## src/rtl/rca_cmd_dispatch_pkg.sv

```systemverilog
// Shared types and constants for the RCA command dispatch path.
package rca_cmd_dispatch_pkg;

    // Major opcode reserved for RCA custom instructions.
    localparam logic [6:0] RCA_OPCODE = 7'b0101011;

    // Width of the id field stored in each queued command.
    // The top-level ID_W must not exceed this value.
    localparam int RCA_ID_W_MAX = 8;

    // fn7 encodings: 0..1 are exec forms, 2..6 are config writes.
    typedef enum logic [6:0] {
        FN7_USE_FB      = 7'd0,
        FN7_USE_NFB     = 7'd1,
        FN7_CPU_REG     = 7'd2,
        FN7_GRID_MUX    = 7'd3,
        FN7_IO_MUX      = 7'd4,
        FN7_RESULT_MUX  = 7'd5,
        FN7_IO_INP_MAP  = 7'd6
    } rca_fn7_e;

    // Config-write kind as presented on the config port (fn7 - 2).
    typedef enum logic [2:0] {
        CFG_CPU_REG     = 3'd0,
        CFG_GRID_MUX    = 3'd1,
        CFG_IO_MUX      = 3'd2,
        CFG_RESULT_MUX  = 3'd3,
        CFG_IO_INP_MAP  = 3'd4
    } rca_cfg_kind_t;

    // One queued command; addr/data carry rs1/rs2 for config writes.
    typedef struct packed {
        logic                    is_cfg;
        logic [2:0]              rca_sel;
        rca_cfg_kind_t           kind;
        logic                    use_fb;
        logic [RCA_ID_W_MAX-1:0] id;
        logic [31:0]             addr;
        logic [31:0]             data;
    } rca_cmd_t;

    // Map a config fn7 (2..6) onto its kind encoding.
    function automatic rca_cfg_kind_t fn7_to_kind(input logic [6:0] fn7);
        logic [6:0] k;
        k = fn7 - FN7_CPU_REG;
        return rca_cfg_kind_t'(k[2:0]);
    endfunction

endpackage

```

## src/rtl/rca_cmd_dispatch_fifo.sv

```systemverilog
// In-order command queue. Head is read from registered storage, so a
// push into an empty queue becomes visible one cycle later.
module rca_cmd_fifo
    import rca_cmd_dispatch_pkg::*;
#(
    parameter int DEPTH = 4
) (
    input  logic     clk,
    input  logic     rst_n,
    input  logic     push,
    input  rca_cmd_t push_cmd,
    input  logic     pop,
    output rca_cmd_t head,
    output logic     full,
    output logic     empty
);

    localparam int AW = $clog2(DEPTH);

    rca_cmd_t       mem [DEPTH];
    logic [AW:0]    wr_ptr_reg;
    logic [AW:0]    rd_ptr_reg;
    logic           do_push;
    logic           do_pop;

    // The extra top pointer bit tells full apart from empty.
    assign empty   = (wr_ptr_reg == rd_ptr_reg);
    assign full    = (wr_ptr_reg[AW] != rd_ptr_reg[AW]) &&
                     (wr_ptr_reg[AW-1:0] == rd_ptr_reg[AW-1:0]);
    assign do_push = push && !full;
    assign do_pop  = pop && !empty;
    assign head    = mem[rd_ptr_reg[AW-1:0]];

    // Storage write; contents need no reset since the pointers guard them.
    always_ff @(posedge clk) begin
        if (do_push) begin
            mem[wr_ptr_reg[AW-1:0]] <= push_cmd;
        end
    end

    // Pointer advance, wrapping naturally modulo 2*DEPTH.
    always_ff @(posedge clk or negedge rst_n) begin
        if (!rst_n) begin
            wr_ptr_reg <= '0;
            rd_ptr_reg <= '0;
        end else begin
            if (do_push) wr_ptr_reg <= wr_ptr_reg + 1'b1;
            if (do_pop)  rd_ptr_reg <= rd_ptr_reg + 1'b1;
        end
    end

endmodule

```

## src/rtl/rca_cmd_dispatch.sv

```systemverilog
// Validates decoded RCA instructions, queues legal ones in order and steers
// the queue head onto either the config-write or the exec port. Keeps a
// per-RCA count of queued config writes so exec can be held off downstream.
module rca_cmd_dispatch
    import rca_cmd_dispatch_pkg::*;
#(
    parameter int NUM_RCAS   = 4,
    parameter int FIFO_DEPTH = 4,
    parameter int ID_W       = 3
) (
    input  logic                clk,
    input  logic                rst_n,
    input  logic                issue_valid,
    output logic                issue_ready,
    input  logic [31:0]         issue_instr,
    input  logic [31:0]         issue_rs1,
    input  logic [31:0]         issue_rs2,
    input  logic [ID_W-1:0]     issue_id,
    output logic                cfg_valid,
    input  logic                cfg_ready,
    output logic [2:0]          cfg_rca_sel,
    output logic [2:0]          cfg_kind,
    output logic [31:0]         cfg_addr,
    output logic [31:0]         cfg_data,
    output logic                exec_valid,
    input  logic                exec_ready,
    output logic [2:0]          exec_rca_sel,
    output logic                exec_use_fb,
    output logic [ID_W-1:0]     exec_id,
    output logic                illegal_valid,
    output logic [ID_W-1:0]     illegal_id,
    output logic [NUM_RCAS-1:0] cfg_pending,
    output logic                empty
);

    localparam int CNT_W = $clog2(FIFO_DEPTH + 1);

    logic [6:0]      fn7;
    logic [2:0]      fn3;
    logic [6:0]      opcode;
    logic            legal;
    logic            accept;
    logic            push;
    logic            pop;
    logic            cfg_pop;
    logic            fifo_full;
    logic            fifo_empty;
    rca_cmd_t        push_cmd;
    rca_cmd_t        head_cmd;
    logic            illegal_valid_reg;
    logic [ID_W-1:0] illegal_id_reg;
    logic            unused_bits;

    assign fn7    = issue_instr[31:25];
    assign fn3    = issue_instr[14:12];
    assign opcode = issue_instr[6:0];

    // Register-number fields and spare id bits are not needed here.
    assign unused_bits = ^{issue_instr[24:15], issue_instr[11:7], head_cmd.id};

    assign legal  = (opcode == RCA_OPCODE) &&
                    (fn7 <= FN7_IO_INP_MAP) &&
                    ({1'b0, fn3} < 4'(NUM_RCAS));
    assign accept = issue_valid && issue_ready;
    assign push   = accept && legal;

    // Build the queue entry from the incoming instruction.
    always_comb begin
        push_cmd              = '0;
        push_cmd.is_cfg       = (fn7 >= FN7_CPU_REG);
        push_cmd.rca_sel      = fn3;
        push_cmd.kind         = push_cmd.is_cfg ? fn7_to_kind(fn7) : CFG_CPU_REG;
        push_cmd.use_fb       = (fn7 == FN7_USE_FB);
        push_cmd.id[ID_W-1:0] = issue_id;
        push_cmd.addr         = issue_rs1;
        push_cmd.data         = issue_rs2;
    end

    rca_cmd_fifo #(
        .DEPTH (FIFO_DEPTH)
    ) u_fifo (
        .clk      (clk),
        .rst_n    (rst_n),
        .push     (push),
        .push_cmd (push_cmd),
        .pop      (pop),
        .head     (head_cmd),
        .full     (fifo_full),
        .empty    (fifo_empty)
    );

    // Head steering: exactly one port is valid whenever the queue holds data.
    assign issue_ready  = !fifo_full;
    assign empty        = fifo_empty;
    assign cfg_valid    = !fifo_empty && head_cmd.is_cfg;
    assign exec_valid   = !fifo_empty && !head_cmd.is_cfg;
    assign cfg_rca_sel  = cfg_valid  ? head_cmd.rca_sel    : '0;
    assign cfg_kind     = cfg_valid  ? head_cmd.kind       : '0;
    assign cfg_addr     = cfg_valid  ? head_cmd.addr       : '0;
    assign cfg_data     = cfg_valid  ? head_cmd.data       : '0;
    assign exec_rca_sel = exec_valid ? head_cmd.rca_sel    : '0;
    assign exec_use_fb  = exec_valid ? head_cmd.use_fb     : 1'b0;
    assign exec_id      = exec_valid ? head_cmd.id[ID_W-1:0] : '0;
    assign cfg_pop      = cfg_valid && cfg_ready;
    assign pop          = cfg_pop || (exec_valid && exec_ready);

    // One-cycle report of a rejected instruction.
    always_ff @(posedge clk or negedge rst_n) begin
        if (!rst_n) begin
            illegal_valid_reg <= 1'b0;
            illegal_id_reg    <= '0;
        end else begin
            illegal_valid_reg <= accept && !legal;
            if (accept && !legal) illegal_id_reg <= issue_id;
        end
    end

    assign illegal_valid = illegal_valid_reg;
    assign illegal_id    = illegal_id_reg;

    // Per-RCA queued config-write counters.
    for (genvar gi = 0; gi < NUM_RCAS; gi++) begin : g_pend
        logic             inc;
        logic             dec;
        logic [CNT_W-1:0] cnt_reg;

        assign inc = push && push_cmd.is_cfg && (fn3 == 3'(gi));
        assign dec = cfg_pop && (head_cmd.rca_sel == 3'(gi));

        // Simultaneous push and handshake to the same RCA cancel out.
        always_ff @(posedge clk or negedge rst_n) begin
            if (!rst_n) begin
                cnt_reg <= '0;
            end else if (inc && !dec) begin
                cnt_reg <= cnt_reg + 1'b1;
            end else if (dec && !inc) begin
                cnt_reg <= cnt_reg - 1'b1;
            end
        end

        assign cfg_pending[gi] = (cnt_reg != '0);
    end

endmodule
```

## config.mk

```make
export PLATFORM = sky130hd
export DESIGN_NAME = rca_cmd_dispatch
export DESIGN_NICKNAME = d
export VERILOG_FILES = /design/src/rtl/rca_cmd_dispatch_pkg.sv /design/src/rtl/rca_cmd_dispatch_fifo.sv /design/src/rtl/rca_cmd_dispatch.sv
export SDC_FILE = /design/constraint.sdc
export NUM_CORES = 1
export LEC_CHECK = 0
export BUFFER_PORTS_ARGS = -buffer_cell sky130_fd_sc_hd__buf_2
export CELL_PAD_IN_SITES_DETAIL_PLACEMENT = 1
export CELL_PAD_IN_SITES_GLOBAL_PLACEMENT = 1
export CORE_MARGIN = 2
export CORE_UTILIZATION = 53
export CTS_CLUSTER_SIZE = 24
export DETAILED_ROUTE_END_ITERATION = 12
export PLACE_DENSITY_LB_ADDON = 0.05
export SYNTH_ARGS = -nofsm -noshare
export SYNTH_HDL_FRONTEND = slang
export SYNTH_SLANG_ARGS = --single-unit
```

## constraint.sdc

```tcl
create_clock -name clk -period 7.7 [get_ports clk]
set_input_delay 1.155 -clock clk [delete_from_list [all_inputs] [get_ports clk]]
set_output_delay 1.155 -clock clk [all_outputs]
set_load 0.1 [all_outputs]
```

After elaboration in Yosys (flattened, before gate mapping):

Memories as Yosys holds them, arrays and structs flattened.
Index checks and enable logic that the tools add are counted.

* mux-type cells: 18
* reductions and logical operators: 53
* magnitude comparators: 3
* equality and inequality tests: 10
* add/sub/neg operators: 11

Operator list (number)
* 32-bit two-way mux: 2
* 3-bit two-way mux: 13
* 1-bit logical AND: 29
* 3-bit by 1-bit adder with 3-bit output (second input constant): 6
* 3-bit by 2-bit == test with 1-bit output (second input constant): 4
* 1-bit zero test: 12
* 3-bit nonzero test: 4
* 3-bit by 1-bit subtractor with 3-bit output (second input constant): 4
* 2-bit nonzero test: 4
* 7-bit by 6-bit == test with 1-bit output (second input constant): 1
* 7-bit by 2-bit greater-or-equal comparator with 1-bit output (second input constant): 1
* 7-bit by 3-bit <= comparator with 1-bit output (second input constant): 1
* 7-bit zero test: 1
* 3-bit by 1-bit == test with 1-bit output (second input constant): 2
* 3-bit zero test: 2
* 3-bit == test: 1
* 3-bit < comparator (second input constant): 1
* 1-bit two-way mux: 3
* 3-bit by 2-bit subtractor with 3-bit output (second input constant): 1
* 2-bit == test: 1
* 1-bit logical OR: 1
* 1-bit != test: 1

* flip-flop bits (word level): 22
* bits of input ports: 104
* memories: 1
* memory bits (writable): 300
* output and inout port bits: 89

Memories
* u_fifo.mem: words 4, bits a word 75, rd ports 1, clocked after memory_dff 0, wr ports 1, RTL line rca_cmd_dispatch_fifo.sv:20 `rca_cmd_t mem [DEPTH];`

Logic depth before layout (Yosys ltp):

* depth after elaboration: 11
* gate-level depth with buffers: 12

Hierarchy:

Synthesis repeated with hierarchy kept, for this count alone.

* cells, all modules: 646
* area, all modules: 13605.5 µm²

Modules (own cells, without submodules)
* rca_cmd_fifo: cells an instance 466, seq. area each 9759.4 µm², area an instance 12017.8 µm², instances 1
* rca_cmd_dispatch: cells an instance 180, seq. area each 400.4 µm², area an instance 1587.8 µm², instances 1

Worst setup path after synthesis:

Ideal clock, no wire load.

* kind: register -> output
* from: register u_fifo.rd_ptr_reg[1]
* to: output port exec_valid
* arrival: 3.928 ns
* buffers on the path: 2
* cell stages (with the launch flop): 7
* setup slack: 2.617 ns
* path through: dfrtp_1 > buf_2 > xor2_1 > nor3_1 > or2_2 > clkbuf_1 > inv_1

* cells in the longest elaborated chain, start to end: 3

RTL lines
* start, declared: RTL line rca_cmd_dispatch_fifo.sv:22 `logic [AW:0] rd_ptr_reg;`
* start signal, assigned: RTL line rca_cmd_dispatch_fifo.sv:48 `if (do_pop) rd_ptr_reg <= rd_ptr_reg + 1'b1;`
* 3-bit == test: RTL line rca_cmd_dispatch_fifo.sv:27 `assign empty = (wr_ptr_reg == rd_ptr_reg);`
* net empty: RTL line rca_cmd_dispatch.sv:33 `output logic empty`
* 1-bit zero test: RTL line rca_cmd_dispatch.sv:96 `assign exec_valid = !fifo_empty && !head_cmd.is_cfg;`
* 1-bit logical AND: RTL line rca_cmd_dispatch.sv:96
* end, declared: RTL line rca_cmd_dispatch.sv:25 `output logic exec_valid,`

The timed path passes the listed nets, and every way through them passes these cells.

Final worst setup path:

* from: register u_fifo.rd_ptr_reg[1]
* to: output port exec_use_fb

* cells in the longest elaborated chain, start to end: 4

RTL lines
* memory read 4 x 75 bit or 3-bit == test (tied branches)
* 1-bit zero test: RTL line rca_cmd_dispatch.sv:96
* 1-bit logical AND: RTL line rca_cmd_dispatch.sv:96
* 1-bit two-way mux *: RTL line rca_cmd_dispatch.sv:102 `assign exec_use_fb = exec_valid ? head_cmd.use_fb : 1'b0;`
* end, declared: RTL line rca_cmd_dispatch.sv:28 `output logic exec_use_fb,`

Every way passes the cells marked *; elsewhere a longest branch is shown, timed or not.

==> key figures <==
Timing
  – # setup viols final: 0
  – Final min period: 4800 ps
  – FMAX: 0.208 GHz
  – Final hold viol count: 0
  – Max-slew violations: 0
  – RSZ-0062 raised after global routing: no
  – Worst hold margin: 468 ps
  – Sum Neg Setup Slack: 0 ps
  – Relative slew slack: 36.7%
  – Crit share post-route: 62.3%
  – Setup Skew: 16.5 ps
  – Measured slew at the worst slew-check pin: 949 ps

Global route
  – Vias in the first global route: 7,273
  – Global-route wire length before repair: 41,700 um
  – Total grt overflow: 0
  – Overall routing resource usage: 21.5%
  – Largest net degree at the start of global routing: 61
  – Initial antenna violation count: 2

CTS
  – CTS tree: done
  – Root Buffer: clkbuf_16
  – H-tree depth: 2
  – Clk_lat worst skew: 500 ps
  – Post-CTS setup buffer count: 0
  – Post-CTS Resized: 0
  – Reg clk slew, reported paths: 60 ps
  – Max clock buf depth: 3
  – Num Clock Sinks: 322
  – CTS Hold Buffers Added: 0
  – CTS buffer count: 35

Placement
  – Port buffer count: 177
  – Post-DP HPWL: 15,800 um
  – Global placement routability congestion: 0.716

Synthesis
  – Synth Warn #: 0
  – Mapped Cells: 608
  – Mux cell area share after synthesis: 14.0%
  – Post-synth net total: 728
  – Synth Area in Adders: 1.81%
  – Top cells by area, synth: edfxtp_1 71%, mux4_2 13%, dfrtp_1 4.3%
  – EDFF count, synth: 300
  – Synth Area in Simple Gates: 5.85%
  – FF+latch count, synth: 322
  – Largest area contributor in the netlist: edfxtp_1
  – Yosys top cell area share: 70.8%
  – Fraction of registers with async set/reset: 6.83%
  – Synth Area in XOR/XNOR: 1.38%
  – Main flop type after synthesis: edfxtp_1
  – Largest family of logic cells by synthesized area: multiplexers
  – Compound-Gate Fraction of Synth Area: 0.561%
  – Register area share after synthesis: 75.1%
  – Post-Syn Area per Cell: 20.9 um2
  – Netlist cell types: 40
  – Cell Area, Synth: 0.0127 mm2

Setup path
  – R2r setup slk: 3530 ps
  – WP data required: 6550 ps
  – Kind of critical path: reg -> out
  – WP data arrival: 3640 ps
  – Cell family with most CP delay: buffers and inverters
  – Highest net fanout along the worst path: 42
  – Setup crit start kind: register
  – Buf+Inv Stages, Crit Path: 2
  – Critical path's largest stage delay: 800 ps
  – Crit path capture type: output pin
  – Crit-path slowest cell: dfrtp_4
  – CP Cell Sequence: buf_4, xor2_1, nor3_1, or2_2, nor2b_1, buf_2

Route
  – Detailed Route Iter0 Violations: 317
  – Via count: 6,393
  – Vias per Instance: 5.57
  – Met3 WL: 1540 um
  – TritonRoute pass-1 iters: 4
  – Routed wire per std cell: 22.9 um
  – DR top layer: met5
  – Met2 Wirelength: 13,700 um
  – DRT Wirelength: 26,300 um
  – Detailed-route DRC error count: 0
  – Post-route ant nets: 0
  – Wl on met1: 10,400 um

Power and ir drop
  – Worst VDD drop: 0.467 mV
  – Leak Pwr: 0.00535 uW
  – Power density over the cells: 411 mW/mm2

Final layout
  – Post-synthesis to final-layout area growth: 18.4%
  – Layout cells sized above 1: 39.2%
  – Final net count: 924
  – Largest register FFs: 300
  – Util after Layout: 64.0%

Die
  – Std-Cell Rows: 56
  – Die area: 0.0253 mm2
  – I/O pins: 193
  – Die height: 159 um
  – Initial core utilization: 54.0%
  – Die extent in x: 159 um
  – CORE AREA: 0.0235 mm2

Outcome
  – Status: finished, final reports clean

Run
  – Maxcap violations: 0

Min path
  – HP Class: reg -> reg
cells by family after synthesis:
| kind of cell | after synthesis |
|---|---|
| simple gates | 119 |
| xor+xnor | 20 |
| buf+inv | 38 |
| compound gates | 7 |
| fa+ha+maj | 16 |
| flops | 322 |
| mux | 86 |
per-stage QoR:
step	instance area [um2]	instances	worst slack, ps	power [uW]
final	15100	1147	2900	6190
after global routing	15100	1146	2670	6420
after CTS	15100	1146	2820	6270
after detailed placement	14000	1086	3370	4680
after global placement	14000	1086	3350	4640
after floorplan	12700	608	2620	4250
cell usage in the layout (no fill, tap or decap), types with 2 or more instances in the layout:
master,netlist,final
dfrtp_1,22,20
clkinv_1,0,9
mux2_2,10,10
clkbuf_1,15,7
mux2i_1,3,3
dfrtp_4,0,2
buf_4,0,8
clkinv_2,0,3
nand2_1,2,2
xor2_1,14,14
ha_1,12,12
and3_4,0,4
fa_1,4,4
bufinv_16,0,3
clkbuf_16,0,35
and4b_1,2,2
nand3b_1,3,3
o21ai_0,3,3
xnor2_1,6,6
nand3_1,2,2
nor2b_1,71,71
buf_2,10,177
mux4_2,73,73
inv_1,12,12
nor4_1,2,2
edfxtp_1,300,300
nor2_1,14,14
or3_1,5,5
layer usage:
layer,global-route usage (%),vias to the layer above
li1,-,2815
met1,27.1,3309
met2,38.1,213
met3,4.95,54
met4,5.99,2
met5,0,-
final timing paths:
kind | from | to | cells past startpoint
min in group asynchronous | rst_n | illegal_id[2]$_DFFE_PN0P_ | 1
max reg2reg | u_fifo.rd_ptr_reg[1]$_DFFE_PN0P_ | g_pend[3].cnt_reg[1]$_DFFE_PN0P_ | 10
max | u_fifo.rd_ptr_reg[1]$_DFFE_PN0P_ | exec_use_fb | 6
min | g_pend[2].cnt_reg[2]$_DFFE_PN0P_ | g_pend[2].cnt_reg[2]$_DFFE_PN0P_ | 1
max in group asynchronous | rst_n | u_fifo.rd_ptr_reg[1]$_DFFE_PN0P_ | 1
min reg2reg | g_pend[2].cnt_reg[2]$_DFFE_PN0P_ | g_pend[2].cnt_reg[2]$_DFFE_PN0P_ | 1
report_power, final:
| group | internal [uW] | switching, uW | total [uW] |
|---|---|---|---|
| Combinational | 641 | 1870 | 2510 |
| Sequential | 1960 | 144 | 2100 |
| Clock | 935 | 635 | 1570 |
synthesized netlist by cell type, drive strengths merged (2+ instances only):
cell,instances
o21ai,3
inv,12
ha,12
clkbuf,15
buf,11
and3,5
dfrtp,22
mux2,10
nand2,2
nor2,14
mux4,73
nor2b,72
xor2,14
edfxtp,300
fa,4
and4b,2
or3,5
nor3b,2
xnor2,6
mux2i,3
nor4,2
nand3b,3
nand3,2
final cells by class:
type                       count  area, um2
sequential                   322       9570
fill                        2068       8480
multi-input combinational    248       3040
timing repair buffer         185        946
clock buffer                  42        902
tap                          319        399
clock inverter                18        166
inverter                      12       45.0
antenna                        1       2.50
No activity file was read; power rests on OpenSTA's default activity.
